===== config.mk =====
export PLATFORM = sky130hd
export DESIGN_NAME = sx3_i2c_target_regs
export DESIGN_NICKNAME = d
export VERILOG_FILES = /design/src/rtl/sx3_i2c_target_regs.sv
export SDC_FILE = /design/constraint.sdc
export NUM_CORES = 1
export LEC_CHECK = 0
export CORE_UTILIZATION = 50
export DETAILED_ROUTE_END_ITERATION = 6
export MAX_ROUTING_LAYER = met4
export PLACE_DENSITY_LB_ADDON = 0.12
export SLEW_MARGIN = 30
export SYNTH_ARGS = -nofsm -noshare
export SYNTH_HDL_FRONTEND = slang
export SYNTH_SLANG_ARGS = --single-unit
export TNS_END_PERCENT = 10

===== constraint.sdc =====
create_clock -name clk_osc -period 3.75 [get_ports clk_osc]
set_clock_uncertainty 0.15 [all_clocks]
set_input_delay 0.375 -clock clk_osc [delete_from_list [all_inputs] [get_ports clk_osc]]
set_output_delay 0.375 -clock clk_osc [all_outputs]
set_load 0.05 [all_outputs]

===== src/rtl/sx3_i2c_target_regs.sv =====
// I2C target holding the SX3 control/status registers that feed the *_osc nets.
// Ports:
//   clk_osc, reset_n_HFCLKOUT        48 MHz clock, async active-low reset
//   scl_i, sda_i                     raw pad levels
//   sda_oe_o                         1 = pull SDA low
//   pll_lock_i, cam_fifo_overflow_i  asynchronous status inputs
//   cam_app_en_osc .. slfifo_st_audrst_osc  CTRL bits 0..3
//   still_cap_en_osc                 one-clock still capture pulse
//   img_wt_osc, img_ht_osc, line_blanking_osc, vid_fps_osc  image configuration
module sx3_i2c_target_regs #(
    parameter logic [6:0]  DEV_ADDR = 7'h18,
    parameter int unsigned FILT_LEN = 3,
    parameter logic [7:0]  ID_VALUE = 8'hA5
) (
    input  logic        clk_osc,
    input  logic        reset_n_HFCLKOUT,
    input  logic        scl_i,
    input  logic        sda_i,
    output logic        sda_oe_o,
    input  logic        pll_lock_i,
    input  logic        cam_fifo_overflow_i,
    output logic        cam_app_en_osc,
    output logic        aud_app_en_osc,
    output logic        slfifo_st_vidrst_osc,
    output logic        slfifo_st_audrst_osc,
    output logic        still_cap_en_osc,
    output logic [15:0] img_wt_osc,
    output logic [15:0] img_ht_osc,
    output logic [15:0] line_blanking_osc,
    output logic [7:0]  vid_fps_osc
);

    localparam int unsigned CNT_W = (FILT_LEN > 1) ? $clog2(FILT_LEN) : 1;

    typedef enum logic [3:0] {
        ST_IDLE, ST_ADDR, ST_ADDR_ACK, ST_REG, ST_REG_ACK,
        ST_WDATA, ST_WDATA_ACK, ST_RDATA, ST_RDATA_ACK
    } state_t;

    // index 0 = SCL, index 1 = SDA
    logic [1:0]            meta, sync, filt, filt_d;
    logic [1:0][CNT_W-1:0] cnt;
    logic [1:0]            pll_ff, ovf_ff;

    state_t      state, state_nxt;
    logic [3:0]  bit_cnt;
    logic [7:0]  shift, ptr, rd_byte, rd_shift, rd_addr, rd_val;
    logic        rw, mack, oe_nxt;
    logic        cnt_clr, rw_load, ptr_load, ptr_inc, wr_en, rd_load, drv_start, drv_shift;

    logic [3:0]  ctrl;
    logic [7:0]  wt_lo, ht_lo, lb_lo, fps;
    logic [15:0] img_wt, img_ht, lb;
    logic        ovf;

    logic scl_rise, scl_fall, sda_rise, sda_fall, start_c, stop_c, byte_done, counting;

    // Synchronizers and glitch filters; a new level needs FILT_LEN identical samples.
    always_ff @(posedge clk_osc or negedge reset_n_HFCLKOUT) begin
        if (!reset_n_HFCLKOUT) begin
            meta   <= 2'b11;
            sync   <= 2'b11;
            filt   <= 2'b11;
            filt_d <= 2'b11;
            cnt    <= '0;
            pll_ff <= 2'b00;
            ovf_ff <= 2'b00;
        end else begin
            meta   <= {sda_i, scl_i};
            sync   <= meta;
            filt_d <= filt;
            pll_ff <= {pll_ff[0], pll_lock_i};
            ovf_ff <= {ovf_ff[0], cam_fifo_overflow_i};
            for (int i = 0; i < 2; i++) begin
                if (sync[i] == filt[i]) begin
                    cnt[i] <= '0;
                end else if (cnt[i] == CNT_W'(FILT_LEN - 1)) begin
                    filt[i] <= sync[i];
                    cnt[i]  <= '0;
                end else begin
                    cnt[i] <= cnt[i] + CNT_W'(1);
                end
            end
        end
    end

    assign scl_rise  = filt[0] & ~filt_d[0];
    assign scl_fall  = ~filt[0] & filt_d[0];
    assign sda_rise  = filt[1] & ~filt_d[1];
    assign sda_fall  = ~filt[1] & filt_d[1];
    assign start_c   = sda_fall & filt[0];
    assign stop_c    = sda_rise & filt[0];
    assign byte_done = (bit_cnt == 4'd8);
    assign counting  = (state == ST_ADDR) || (state == ST_REG) ||
                       (state == ST_WDATA) || (state == ST_RDATA);

    // FSM state register
    always_ff @(posedge clk_osc or negedge reset_n_HFCLKOUT) begin
        if (!reset_n_HFCLKOUT) state <= ST_IDLE;
        else                   state <= state_nxt;
    end

    // Next state, SDA drive and datapath strobes; SDA only moves on SCL falling edges.
    always_comb begin
        state_nxt = state;
        oe_nxt    = sda_oe_o;
        cnt_clr   = 1'b0;
        rw_load   = 1'b0;
        ptr_load  = 1'b0;
        ptr_inc   = 1'b0;
        wr_en     = 1'b0;
        rd_load   = 1'b0;
        rd_addr   = ptr;
        drv_start = 1'b0;
        drv_shift = 1'b0;
        if (stop_c) begin
            state_nxt = ST_IDLE;
            oe_nxt    = 1'b0;
        end else if (start_c) begin
            state_nxt = ST_ADDR;
            oe_nxt    = 1'b0;
            cnt_clr   = 1'b1;
        end else if (scl_fall) begin
            case (state)
                ST_ADDR: if (byte_done) begin
                    if (shift[7:1] == DEV_ADDR) begin
                        state_nxt = ST_ADDR_ACK;
                        oe_nxt    = 1'b1;
                        rw_load   = 1'b1;
                        rd_load   = 1'b1;
                    end else begin
                        state_nxt = ST_IDLE;
                    end
                end
                ST_ADDR_ACK: begin
                    cnt_clr = 1'b1;
                    if (rw) begin
                        state_nxt = ST_RDATA;
                        oe_nxt    = ~rd_byte[7];
                        drv_start = 1'b1;
                    end else begin
                        state_nxt = ST_REG;
                        oe_nxt    = 1'b0;
                    end
                end
                ST_REG: if (byte_done) begin
                    state_nxt = ST_REG_ACK;
                    oe_nxt    = 1'b1;
                    ptr_load  = 1'b1;
                end
                ST_REG_ACK, ST_WDATA_ACK: begin
                    state_nxt = ST_WDATA;
                    oe_nxt    = 1'b0;
                    cnt_clr   = 1'b1;
                end
                ST_WDATA: if (byte_done) begin
                    state_nxt = ST_WDATA_ACK;
                    oe_nxt    = 1'b1;
                    wr_en     = 1'b1;
                    ptr_inc   = 1'b1;
                end
                ST_RDATA: begin
                    if (byte_done) begin
                        // release for the master's ACK and prefetch the next byte
                        state_nxt = ST_RDATA_ACK;
                        oe_nxt    = 1'b0;
                        rd_load   = 1'b1;
                        rd_addr   = ptr + 8'd1;
                    end else begin
                        oe_nxt    = ~rd_shift[7];
                        drv_shift = 1'b1;
                    end
                end
                ST_RDATA_ACK: begin
                    if (mack) begin
                        state_nxt = ST_RDATA;
                        ptr_inc   = 1'b1;
                        cnt_clr   = 1'b1;
                        oe_nxt    = ~rd_byte[7];
                        drv_start = 1'b1;
                    end else begin
                        state_nxt = ST_IDLE;
                        oe_nxt    = 1'b0;
                    end
                end
                default: ;
            endcase
        end
    end

    // Bit counter, shifters, pointer and SDA drive
    always_ff @(posedge clk_osc or negedge reset_n_HFCLKOUT) begin
        if (!reset_n_HFCLKOUT) begin
            bit_cnt  <= 4'd0;
            shift    <= 8'h00;
            rw       <= 1'b0;
            mack     <= 1'b0;
            ptr      <= 8'h00;
            rd_byte  <= 8'h00;
            rd_shift <= 8'h00;
            sda_oe_o <= 1'b0;
        end else begin
            sda_oe_o <= oe_nxt;
            if (cnt_clr) begin
                bit_cnt <= 4'd0;
            end else if (scl_rise && counting && !byte_done) begin
                bit_cnt <= bit_cnt + 4'd1;
                shift   <= {shift[6:0], filt[1]};
            end
            if (scl_rise && state == ST_RDATA_ACK) mack <= ~filt[1];
            if (rw_load) rw <= shift[0];
            if (ptr_load)     ptr <= shift;
            else if (ptr_inc) ptr <= ptr + 8'd1;
            if (rd_load) rd_byte <= rd_val;
            if (drv_start)      rd_shift <= {rd_byte[6:0], 1'b0};
            else if (drv_shift) rd_shift <= {rd_shift[6:0], 1'b0};
        end
    end

    // Register file; 16-bit values commit on the hi byte together with the staged lo byte
    always_ff @(posedge clk_osc or negedge reset_n_HFCLKOUT) begin
        if (!reset_n_HFCLKOUT) begin
            ctrl   <= 4'h3;
            wt_lo  <= 8'h00;
            ht_lo  <= 8'h00;
            lb_lo  <= 8'h00;
            img_wt <= 16'h0780;
            img_ht <= 16'h0500;
            lb     <= 16'h0000;
            fps    <= 8'h1E;
            ovf    <= 1'b0;
            still_cap_en_osc <= 1'b0;
        end else begin
            still_cap_en_osc <= wr_en && (ptr == 8'h01) && shift[0];
            if (wr_en) begin
                case (ptr)
                    8'h00: ctrl   <= shift[3:0];
                    8'h02: wt_lo  <= shift;
                    8'h03: img_wt <= {shift, wt_lo};
                    8'h04: ht_lo  <= shift;
                    8'h05: img_ht <= {shift, ht_lo};
                    8'h06: fps    <= shift;
                    8'h07: lb_lo  <= shift;
                    8'h08: lb     <= {shift, lb_lo};
                    default: ;
                endcase
            end
            // set has priority over the write-one-to-clear
            if (ovf_ff[1])                                     ovf <= 1'b1;
            else if (wr_en && (ptr == 8'h09) && shift[1])      ovf <= 1'b0;
        end
    end

    // Read mux
    always_comb begin
        rd_val = 8'h00;
        case (rd_addr)
            8'h00: rd_val = {4'h0, ctrl};
            8'h02: rd_val = img_wt[7:0];
            8'h03: rd_val = img_wt[15:8];
            8'h04: rd_val = img_ht[7:0];
            8'h05: rd_val = img_ht[15:8];
            8'h06: rd_val = fps;
            8'h07: rd_val = lb[7:0];
            8'h08: rd_val = lb[15:8];
            8'h09: rd_val = {6'b0, ovf, pll_ff[1]};
            8'h0A: rd_val = ID_VALUE;
            default: rd_val = 8'h00;
        endcase
    end

    assign cam_app_en_osc       = ctrl[0];
    assign aud_app_en_osc       = ctrl[1];
    assign slfifo_st_vidrst_osc = ctrl[2];
    assign slfifo_st_audrst_osc = ctrl[3];
    assign img_wt_osc           = img_wt;
    assign img_ht_osc           = img_ht;
    assign line_blanking_osc    = lb;
    assign vid_fps_osc          = fps;

endmodule

Yosys cells after proc, flatten, opt, wreduce, memory -nomap -nowiden
Cells that the tools add are included.
{"block": "classes", "muxes": 77, "n_bitwise": 15, "n_reduce_logical": 36, "n_addsub": 4, "eq_ne": 38}
{"operator": "$pmux 8 s10", "count": 1}
{"operator": "$mux 8", "count": 9}
{"operator": "$eq 8x3->1 const B", "count": 8}
{"operator": "$mux 1", "count": 45}
{"operator": "$eq 8x4->1 const B", "count": 5}
{"operator": "$mux 4", "count": 9}
{"operator": "$eq 8x2->1 const B", "count": 4}
{"operator": "$pmux 4 s7", "count": 1}
{"operator": "$reduce_and 2->1", "count": 11}
{"operator": "$eq 4x3->1 const B", "count": 4}
{"operator": "$logic_not 8->1", "count": 2}
{"operator": "$ne 4x4->1 const B", "count": 4}
{"operator": "$mux 2", "count": 5}
{"operator": "$not 1->1", "count": 9}
{"operator": "$reduce_bool 9->1", "count": 1}
{"operator": "$add 8x1->8 const B", "count": 1}
{"operator": "$eq 4x2->1 const B", "count": 2}
{"operator": "$eq 4x4->1 const B", "count": 2}
{"operator": "$eq 8x1->1 const B", "count": 1}
{"operator": "$pmux 1 s2", "count": 4}
{"operator": "$reduce_bool 2->1", "count": 4}
{"operator": "$reduce_bool 8->1", "count": 1}
{"operator": "$eq 7x5->1 const B", "count": 1}
{"operator": "$logic_and 1x1->1", "count": 7}
{"operator": "17 further kinds", "count": 29}
{"block": "word_totals", "register_bits": 145, "input_bits": 6}

Logic depth before layout (Yosys ltp)
{"block": "depth", "ltp_word": 10, "ltp_mapped": 12}

Least setup slack after synthesis
OpenSTA, ideal clock, no wires.
{"block": "synth_timing", "path_type": "register -> register", "start": "register ptr[1]", "end": "register rd_byte[7]", "path_stages_with_launch": 12, "n_path_buf": 3, "setup_time_ns": 0.126, "setup_slack_ns": 0.553, "synth_period_minus_slack_ns": 3.197, "arrival_time_ns": 2.921, "cell_sequence": "dfrtp_1 -> buf_2 -> clkbuf_1 -> inv_1 -> ha_1 -> clkbuf_1 -> nor4_4 -> mux2_2 -> nor2b_2 -> o311ai_4 -> a21oi_1 -> a221o_1"}
{"block": "synth_via", "elab_chain_len": 8, "elab_cells_between_ends": 17, "cone_classes": "1 x add/sub; 9 x eq/ne; 6 x mux; 1 x reduce/logical"}
{"element": "start: declaration", "line_no": "47", "text": "logic [7:0] shift, ptr, rd_byte, rd_shift, rd_addr, rd_val;"}
{"element": "start signal: assignment", "line_no": "212", "text": "if (ptr_load) ptr <= shift;"}
{"element": "start signal: assignment", "line_no": "213", "text": "else if (ptr_inc) ptr <= ptr + 8'd1;"}
{"element": "$add 8x1->8", "line_no": "168", "text": "rd_addr = ptr + 8'd1;"}
{"element": "$mux 8", "line_no": "163", "text": "if (byte_done) begin"}
{"element": "$mux 8", "line_no": "124", "text": "case (state)"}
{"element": "$mux 8", "line_no": "123", "text": "end else if (scl_fall) begin"}
{"element": "$mux 8", "line_no": "119", "text": "end else if (start_c) begin"}
{"element": "$mux 8 *", "line_no": "116", "text": "if (stop_c) begin"}
{"element": "$eq 8x4->1 (tied with other cells)", "line_no": "257", "text": "case (rd_addr)"}
{"element": "$pmux 8 s10 *", "line_no": "257"}
{"element": "end signal: assignment", "line_no": "214", "text": "if (rd_load) rd_byte <= rd_val;"}
{"element": "end: declaration", "line_no": "47"}
Mark *: on every way between the ends. The rest lies on a longest branch, timed or not.
A chain may end at the register's enable or synchronous reset.

Worst setup path after layout
{"block": "layout_timing", "start": "register state[2]", "end": "register rd_byte[2]"}
{"block": "layout_via", "elab_chain_len": 7, "elab_cells_between_ends": 21, "cone_classes": "11 x eq/ne; 9 x mux; 1 x reduce/logical"}
{"element": "start: declaration", "line_no": "45", "text": "state_t state, state_nxt;"}
{"element": "start signal: assignment", "line_no": "100", "text": "else state <= state_nxt;"}
{"element": "$eq 4x3->1", "line_no": "124"}
{"element": "$mux 8", "line_no": "124"}
{"element": "$mux 8", "line_no": "123"}
{"element": "$mux 8", "line_no": "119"}
{"element": "$mux 8", "line_no": "116"}
{"element": "$eq 8x4->1 (tied with other cells)", "line_no": "257"}
{"element": "$pmux 8 s10", "line_no": "257"}
Parallel ways exist; a longest one is shown, timed or not.

==> summary.md <==
| Metric | Value |
|---|---|
| Status | finished clean |
| Util after Layout | 60.4% |
| Crit-path leading delay family | compound AO/OA/AOI/OAI gates |
| Crit path DAT | approximately 3500 ps |
| Total Routing Usage GR | between 20 and 30% |
| Post-synthesis sequential area ratio | 49.1% |
| Tightest Pin Transition | 900 ps |
| Vias in the first global route | 5280 |
| Leakage power | 0.00382 µW |
| ANT cells | 0 |
| Final non-filler cell total | 869 |
| Worst skew pair latency | around 430 ps |
| Largest net degree at the start of global routing | 75 |
| Kind of end point of the critical path | flop |
| Placed cell count | 836 |
| Clock Path Buffers | 2 |
| First-pass GRT wire length | 30800 µm |
| Worst-path clk slew | 70 ps |
| Internal Dissipation | 2770 µW |
| Total power | between 3000 and 4000 µW |
| Final wirelength | 19400 µm |
| Final HPWL DP | 13200 µm |
| FF-to-FF path depth | 7 |
| Filler instances | 1183 |
| Total Nets Final | 684 |
| Share of cells above drive strength 1 | 27.7% |
| # resized after CTS | 0 |
| Largest area contributor in the netlist | dfrtp_1 |
| H-tree depth | 4 |
| Main synth FF type | dfrtp_1 |
| Router iterations before antenna repair | 6 |
| Largest cells by area after synthesis | dfrtp_1 42%, mux2_2 13%, dfstp_2 7.1% |
| Combinational cell fraction of total power | between 8 and 9% |
| Die W | 124 µm |
| CTS Sinks | 144 |
| Number of max-cap violations | 0 |
| Hold Buf Count CTS | 1 |
| Clock share of power | 43.7% |
| Drt wl/cell | 22.4 µm |
| Root Buffer | clkbuf_16 |
| Residual DRC | 0 |
| VDD IR max | 0.315 mV |
| Core Region | 14500 µm² |
| Count leader, synth | dfrtp_1 |
| Via density | 6.31 |
| Setup Buffers After CTS | 0 |
| Final cycle utilization of the critical path | 88.7% |
| Distinct cells, synth | 87 |
| Antenna Violating Nets Remaining | 0 |
| RSZ-0062 raised after global routing | false |
| Post-synth top cells | 124 x dfrtp_1, 83 x mux2_2, 38 x nand2_1 |
| Final setup violation count | 0 |
| Yosys top cell area share | 42.0% |
| GP Congestion | 0.873 |
| Part of the power in registers | 48.0% |
| Die area | 15300 µm² |
| Worst path slowest cell | dfrtp_1 |
| Worst path depth | 7 |
| CTS Buf Count | 17 |
| Max Freq | 301 MHz |
| CTS tree | done |
| Area after DPL | 8120 µm² |
| Syn-to-layout area delta | 18.5% |
| Initial antenna violation count | 0 |
| Site row count | 44 |
| Net Sw Power | 1150 µW |
| Post-layout minimum cycle time | 3320 ps |
| Crit path kind | reg -> reg |
| Via count | approximately 5500 |
| Worst-path fanout max | 16 |
| Initial DRC Count | about 560 |
| Max-slew headroom | between 30 and 40% |
| Worst-path cell chain | and4b_1 -> a31oi_2 -> mux2_2 -> a22oi_1 -> a21boi_0 -> a2111oi_1 -> o21ai_0 |
| Sum Neg Setup Slack | 0 ps |
| Synth warn | 0 |
| Cell Area, Synth | 7380 µm² |
| Hold Path Stages | 1 |
| Syn_nets | 631 |
| Final Max Slew Viols | 0 |
| Io pins | 68 |
| Initial core utilization | about half |
| Chip height | approximately 120 µm |
| Worst Path Buf+Inv | 0 |
| Post-Syn Instances | 619 |
| Net Sw Frac | slightly below 30% |
| Congestion Overflow GR | 0 |
| FFs w/ async S/R, synth | between 90% and 100% |
| Worst min path class | in -> reg |
| Power Dens Cells | 449 nW/µm² |
| Synthesis-stage register bit count | 144 |
| CP Launch Type | flop |
| Design Area, Final | 8750 µm² |
| Mean area per synthesized cell | 11.9 µm² |
| Max stage delay on crit path | roughly 710 ps |
| Post-synth EDFFs | 0 |
| Crit path required time | 3880 ps |
| Final hold violation count | 0 |
| Number of buffers added on ports | 67 |
==> path summary, 6_finish.rpt <==
path	start	end	slack [ps]
worst min-delay path	sda_i	meta[1]	190
worst max register to register	state[2]	rd_byte[2]	430
min in group asynchronous	reset_n_HFCLKOUT	cnt[0]	360
worst min register to register	ovf_ff[0]	ovf_ff[1]	200
max in group asynchronous	reset_n_HFCLKOUT	vid_fps_osc[4]	2240
worst max-delay path	state[2]	rd_byte[2]	430
==> per-layer routing <==
layer	GRT usage (%)	part of all wire, %	wire length, µm
met1	39.3	45	8800
met5	-	0	0
met4	9.71	2.2	429
met3	5.72	5.2	1010
met2	42.0	47	9190
==> cell families (layout without fill, tap and decap cells) <==
kind of cell | Yosys count | after routing | share of synthesized area, %
muxes | 120 | 120 | 18.6
buffers and inverters | 51 | 117 | 3.73
adders and majority gates | 6 | 6 | 1.02
and+or+nand+nor | 145 | 145 | 12.2
xor gates and xnor gates | 9 | 9 | 1.07
AOI/OAI and AO/OA | 144 | 144 | 14.2
DFF | 144 | 144 | 49.1
==> cell usage in the layout, fill, tap and decap left out, types with 6 or more instances in the layout <==
master / n
a31oi_1: 9
xnor2_1: 6
nand2_1: 38
a221o_1: 7
a22oi_1: 14
mux2_4: 10
dfstp_2: 20
nor3_1: 11
nand3_1: 11
buf_4: 8
clkbuf_16: 17
a21oi_1: 23
ha_1: 6
o21ai_0: 21
mux2_2: 83
mux2_1: 11
inv_1: 8
mux2i_1: 15
nor2b_1: 6
o211ai_1: 9
o22ai_1: 10
dfrtp_1: 124
a22o_1: 6
nor2_1: 20
clkdlybuf4s50_1: 66
nand4_1: 7
and3_1: 7
==> stage by stage <==
step	worst slack [ps]	hold WS, ps
floorplan	553	-70.6
global placement	511	186
detailed placement	503	186
CTS	465	179
global route	213	183
finish	426	191
==> layout make-up <==
type | instances | area [µm²] | area share (%)
Clock buffer | 18 | 439 | 5.02
Inverter | 8 | 30.0 | 0.343
Clock inverter | 14 | 168 | 1.92
Multi-Input combinational cell | 424 | 3490 | 39.9
Timing Repair Buffer | 77 | 762 | 8.71
Tap cell | 184 | 230 | 2.63
Sequential cell | 144 | 3630 | 41.5
==> registers in the layout, summed over array words and instances (netlist names), 2 cells and up <==
signal,flops
sync,2
bit_cnt,4
pll_ff,2
filt,2
ovf_ff,2
vid_fps_osc,8
wt_lo,8
rd_shift,7
ht_lo,8
lb_lo,8
cnt,4
filt_d,2
ptr,8
rd_byte,8
meta,2
img_wt_osc,16
img_ht_osc,16
shift,8
state,4
line_blanking_osc,16
ctrl,4
==> power groups by stage <==
stage | combinational, µW | clock, µW | sequential [µW]
final | 326 | 1710 | 1880
after CTS | 331 | 1740 | 1890
after global routing | 362 | 1810 | 1900
after global placement | 317 | 0 | 1900
after detailed placement | 330 | 0 | 1910
after floorplan | 361 | 0 | 1750
(Power assumes the default switching activity.)
==> edit 1: new RTL, same settings <==
The 9 states of `state_t` get a one-hot encoding in 9 bits.
--- a/src/rtl/sx3_i2c_target_regs.sv
+++ b/src/rtl/sx3_i2c_target_regs.sv
@@ -32,9 +32,9 @@
 
     localparam int unsigned CNT_W = (FILT_LEN > 1) ? $clog2(FILT_LEN) : 1;
 
-    typedef enum logic [3:0] {
-        ST_IDLE, ST_ADDR, ST_ADDR_ACK, ST_REG, ST_REG_ACK,
-        ST_WDATA, ST_WDATA_ACK, ST_RDATA, ST_RDATA_ACK
+    typedef enum logic [8:0] {
+        ST_IDLE = 9'b000000001, ST_ADDR = 9'b000000010, ST_ADDR_ACK = 9'b000000100, ST_REG = 9'b000001000, ST_REG_ACK = 9'b000010000,
+        ST_WDATA = 9'b000100000, ST_WDATA_ACK = 9'b001000000, ST_RDATA = 9'b010000000, ST_RDATA_ACK = 9'b100000000
     } state_t;
 
     // index 0 = SCL, index 1 = SDA
Check against the original RTL: no difference found for any inputs over 4 cycles, from zero or initial values and one cycle with reset_n_HFCLKOUT low; so few cycles prove little.
==> edit 1 against the unedited design <==
Critical path depth rose by 2; count of clock-buffer cells in the layout up 4; combinational power rose by 39%; highest routed layer unchanged; largest cell class unchanged; synthesized area shrank 2.4%; sequential cell count grew 5; power increased by 3.7%; worst hold slack better by 9.4 ps; cell area decreased by 0.19%; cell count grew 4.0%; worst setup slack got worse by 160 ps; non-clock buffer count rose by 10; wire length up 0.79%; global-route usage is 1.0 points higher.
==> edit 1: results (changes against the unedited design) <==
| Metric | Value |
|---|---|
| Global Route Usage Sum | 29.5% (+1.0 points) |
| Post-synthesis xor/xnor area fraction | 2.55% (+1.5 points) |
| Clock transition at the registers of the reported paths | 60 ps |
| Synth cell count leaders | dfrtp_1, mux2_2, nand2_1 |
| Vias/cell | 5.97 (-5.5%) |
| FFs w/ async S/R, synth | 100% (unchanged) |
| Hold Crit Class | register to register |
| Ys Warns | 0 (unchanged) |
| Pleak | 3.88 nW (+1.5%) |
| RePlAce Congestion | 0.920 (+5.4%) |
| Post-DP Area | 8100 sq um (-0.26%) |
| Maximum clock insertion buffer count | 2 (unchanged) |
| WL per Instance | 21.7 microns (-3.1%) |
| IO Port Bufs | 67 (unchanged) |
| Adder-cell share of the synthesized area | 1.04% (+0.025 points) |
| H-tree depth | 4 (unchanged) |
| First-pass GRT wire length | 31200 microns (+1.3%) |
| Worst endpoint data arrival time | 3680 ps (+220 ps) |
| Pin count of the biggest net entering global routing | 95 (+27%) |
| CP Max Fanout | 18 (+2) |
| Top cells by area, synth | dfrtp_1, mux2_2, dfstp_2, nand2_1, nor2_1 |
| Post-CTS Repair Setup Buffers | 0 (unchanged) |
| Compound-Gate Fraction of Synth Area | 12.6% (-1.6 points) |
| Syn nets | 658 (+4.3%) |
| Max transition margin | 44.1% (+4.6 points) |
| Switching share of power | 26.0% (-3.3 points) |
| Proportion of layout cells with a drive suffix above 1 | 24.0% (-3.7 points) |
| Sequential element share of the synthesized area | 52.1% (+3.0 points) |
| CTS Root Cell | clkbuf_16 |
| Initial DRC Count | 476 (-14%) |
| Nets | 724 (+5.8%) |
| Final antenna diode count | 0 (unchanged) |
| CORE AREA | 14000 sq um (-3.4%) |
| Status | finished clean |
| Vias in the first global route | 5363 (+1.6%) |
| Post-DP HPWL | 13300 microns (+0.77%) |
| First-pass DRT Iterations | 5 (-1) |
| Grt ovf | 0 (unchanged) |
| Worst vdd ir | 342 uV (+8.7%) |
| Count of cell types in the netlist | 64 (-26%) |
| Mux share of post-synthesis cell area | 16.3% (-2.3 points) |
| Cts bufs inserted | 17 (unchanged) |
==> edit 1: changes by cell type in the layout (fill, tap and decap cells not counted), sizes merged, moves of 9 or more <==
cell	unedited run	this run
o21ai	22	37
buf	10	19
nand3	13	30
xor2	3	13
nor2	21	43
a22oi	14	5
==> edit 1: cell type report <==
cell class,count,area (sq um)
Tap cell,180,225
Sequential cell,149,3750
Clock buffer,22,464
Fill cell,1143,5260
Clock inverter,9,153
Inverter,10,37.5
Timing Repair Buffer,87,840
Multi-Input combinational cell,447,3260
==> edit 1: kinds of logic (layout without fill, tap and decap cells) <==
family | Yosys count | count (layout)
AO/OA/AOI/OAI | 130 | 130
buffers and inverters | 50 | 128
adder cells (fa/ha/maj) | 6 | 6
XOR/XNOR | 21 | 21
flip-flops | 149 | 149
AND/OR/NAND/NOR | 185 | 185
multiplexers | 105 | 105
==> edit 1: repair_timing <==
action,CTS,global route
hold endpoints to repair,79,0
hold buffers,1,0
resized for setup,0,0
setup endpoints to repair,0,0
==> edit 1: power by group through the flow <==
stage          sequential, mW  combinational, mW  clock [mW]
4_1_cts                  1.83              0.452        1.81
3_5_place_dp             1.86              0.447           0
5_1_grt                  1.84              0.493        1.88
3_3_place_gp             1.85              0.436           0
6_report                 1.83              0.453        1.79
2_1_floorplan            1.81              0.289           0
==> edit 1: stage by stage <==
stage	util, %	std cells	worst slack, ps	hold WS (ps)
2_1_floorplan	-	646	681	-70.6
3_3_place_gp	57.9	872	419	183
3_5_place_dp	57.9	872	337	191
4_1_cts	62.4	904	266	192
5_1_grt	62.4	904	94.8	185
6_report	62.4	904	263	201
==> edit 1: per-layer routing <==
| layer | vias up | share of wire, % | GRT usage [%] |
|---|---|---|---|
| met5 | - | 0 | - |
| met2 | 166 | 48 | 45.0 |
| met3 | 26 | 4.3 | 5.38 |
| li1 | 2481 | - | - |
| met1 | 2722 | 45 | 39.1 |
| met4 | 0 | 2.7 | 11.3 |
==> edit 1: path summary, 6_finish.rpt <==
check / endpoint / from / slack [ps] / cells past startpoint
worst min register to register: ovf_ff[1] / ovf_ff[0] / 200 / 0
max in group asynchronous: vid_fps_osc[1] / reset_n_HFCLKOUT / 2170 / 3
min in group asynchronous: cnt[0] / reset_n_HFCLKOUT / 440 / 2
worst max register to register: rd_byte[6] / state[2] / 260 / 9
worst min-delay path: ovf_ff[1] / ovf_ff[0] / 200 / 0
worst max-delay path: rd_byte[6] / state[2] / 260 / 9
==> edit 1: critical path, stage by stage, from the launching register on <==
cell      delay (ps)
dfrtp_1          470
or4b_4           620
nor4_4           270
buf_4            290
nand2_1           90
xor2_1           150
or4_1            750
a21oi_1          350
a211oi_1         100
o21ai_1          170
==> edit 2: new RTL, same flow settings <==
Made on the original files. Change the parameter `FILT_LEN` from 3 to 6.
--- a/src/rtl/sx3_i2c_target_regs.sv
+++ b/src/rtl/sx3_i2c_target_regs.sv
@@ -9,7 +9,7 @@
 //   img_wt_osc, img_ht_osc, line_blanking_osc, vid_fps_osc  image configuration
 module sx3_i2c_target_regs #(
     parameter logic [6:0]  DEV_ADDR = 7'h18,
-    parameter int unsigned FILT_LEN = 3,
+    parameter int unsigned FILT_LEN = 6,
     parameter logic [7:0]  ID_VALUE = 8'hA5
 ) (
     input  logic        clk_osc,
Check against the original RTL: same outputs for any inputs over 10 cycles, from zero or initial values and one cycle with reset_n_HFCLKOUT low; that may be too few to reach the edited logic, so the function may still have changed.
==> edit 2 against the unedited design <==
Cell count down 0.46%; via count decreased by 4.3%; worst hold slack better by 6.0 ps; die area fell by 5.0%; wire length decreased by 4.4%; synthesized area fell by 5.1%; sequential cell count is 2 higher; power rose by 1.7%; worst setup slack improved by 120 ps; cell area shrank 2.4%; largest cell class unchanged.
==> edit 2: results (changes against the unedited design) <==
| Metric | Value |
|---|---|
| Clk pwr | 1.94 mW (+13%) |
| Layout Cells excl Fill | 865 (-0.46%) |
| Post-DP HPWL | 12600 microns (-4.8%) |
| Worst endpoint data arrival time | 3420 ps (-40 ps) |
| Final Instance Area | 8530 sq um (-2.4%) |
| CLK BUF | 21 (+3) |
| Data buffer area share | 9.55% (+0.83 points) |
| Hold Crit Class | register to register |
| Inverters | 11 (+3) |
| Max Freq | 312 MHz (+3.7%) |
| Max incr delay on CP | 630 ps (-80 ps) |
| R2R setup slack | 540 ps (+120 ps) |
| Worst vdd ir | 381 uV (+21%) |
| Comb_multi_in | 416 (-1.9%) |
| Global Route Usage Sum | 28.4% (-0.12 points) |
| Pre-CTS setup slack | 642 ps (+139 ps) |
| Non-clk bufs | 84 (+9.1%) |
| Placed Cells | 832 (-0.48%) |
| Syn nets | 625 (-0.95%) |
| WL per Instance | 21.5 microns (-4.0%) |
| Layout fillers | 1123 (-5.1%) |
| Proportion of layout cells with a drive suffix above 1 | 25.8% (-1.9 points) |
| Pleak | 3.84 nW (+0.57%) |
| Count of cell types in the netlist | 67 (-23%) |
| CTS Sinks | 146 (+1.4%) |
| FF/Latch Area | 3680 sq um (+1.4%) |
| IO Port Bufs | 67 (unchanged) |
| First-pass GRT wire length | 29600 microns (-3.7%) |
| Post-DP Area | 7850 sq um (-3.3%) |
| ClkCell Share | 7.89% (+0.95 points) |
| CP max-delay cell | nor3b_1 |
| Vias | 5251 (-4.3%) |
| Worst-Margin Slew | 849 ps (-51.4 ps) |
| Comb pwr | 0.296 mW (-9.2%) |
| Switching share of power | 23.7% (-5.6 points) |
| Status | finished clean |
| RePlAce Congestion | 0.904 (+3.6%) |
| Nets | 688 (+0.58%) |
| Vias in the first global route | 5193 (-1.6%) |
| Syn_area_per_cell | 11.4 sq um (-4.2%) |
| Area of the multi-input gates | 3110 sq um (-11%) |
| CP Max Fanout | 11 (-5) |
| Ys Warns | 0 (unchanged) |
| Pin count of the biggest net entering global routing | 89 (+19%) |
| Synth cell count leaders | dfrtp_1, mux2_2, nand2_1 |
| Initial antenna violation count | 0 (unchanged) |
| Initial DRC Count | 499 (-10%) |
| Clk pwr share | 48.7% (+5.0 points) |
| Top cells by area, synth | dfrtp_1, mux2_2, dfstp_2, nand2_1, nor2_1 |
| Sequential element share of the synthesized area | 52.5% (+3.3 points) |
| Hold slack | 197 ps (+6.02 ps) |
edit 2: cell types whose count changed after synthesis, sizes merged, moves of 5 or more:
cell	change
nand4	+5
clkbuf	+10
buf	-13
mux2i	-8
nand2	+10
a22o	+5
and2	+7
mux2	-9
a221o	-5
a31oi	-8
o211ai	-6
and3	-6
nor2	+20
edit 2: path summary, 6_finish.rpt:
kind,start,end,depth (start not counted)
max,ptr[1],rd_byte[3],8
min,ovf_ff[0],ovf_ff[1],0
max reg2reg,ptr[1],rd_byte[3],8
min reg2reg,ovf_ff[0],ovf_ff[1],0
max in group asynchronous,reset_n_HFCLKOUT,img_wt_osc[9],3
min in group asynchronous,reset_n_HFCLKOUT,bit_cnt[0],2
edit 2: timing repair:
action	in CTS	in global routing
endpoints found under the hold margin	75	0
resized for setup	0	0
hold buffers	1	0
endpoints found under the setup margin	0	0
edit 2: critical path, delay by kind of cell (launching register included):
| kind | cells | cell delay (ps) |
|---|---|---|
| AO/OA/AOI/OAI | 4 | 780 |
| adder cells (fa/ha/maj) | 1 | 490 |
| flip-flops | 1 | 610 |
| AND/OR/NAND/NOR | 3 | 1100 |
edit 2: kinds of logic after synthesis:
family | synth area share [%]
multiplexers | 16.4
buffers and inverters | 3.20
AND/OR/NAND/NOR | 12.9
flip-flops | 52.5
XOR/XNOR | 1.62
AO/OA/AOI/OAI | 12.3
adder cells (fa/ha/maj) | 1.07
edit 2: routing by layer:
layer / vias up / GRT usage, % / share of wire [%]
met5: - / - / 0
met4: 0 / 9.34 / 2.0
met3: 28 / 6.70 / 6.0
met2: 204 / 41.3 / 46
met1: 2648 / 39.2 / 46
li1: 2371 / - / -
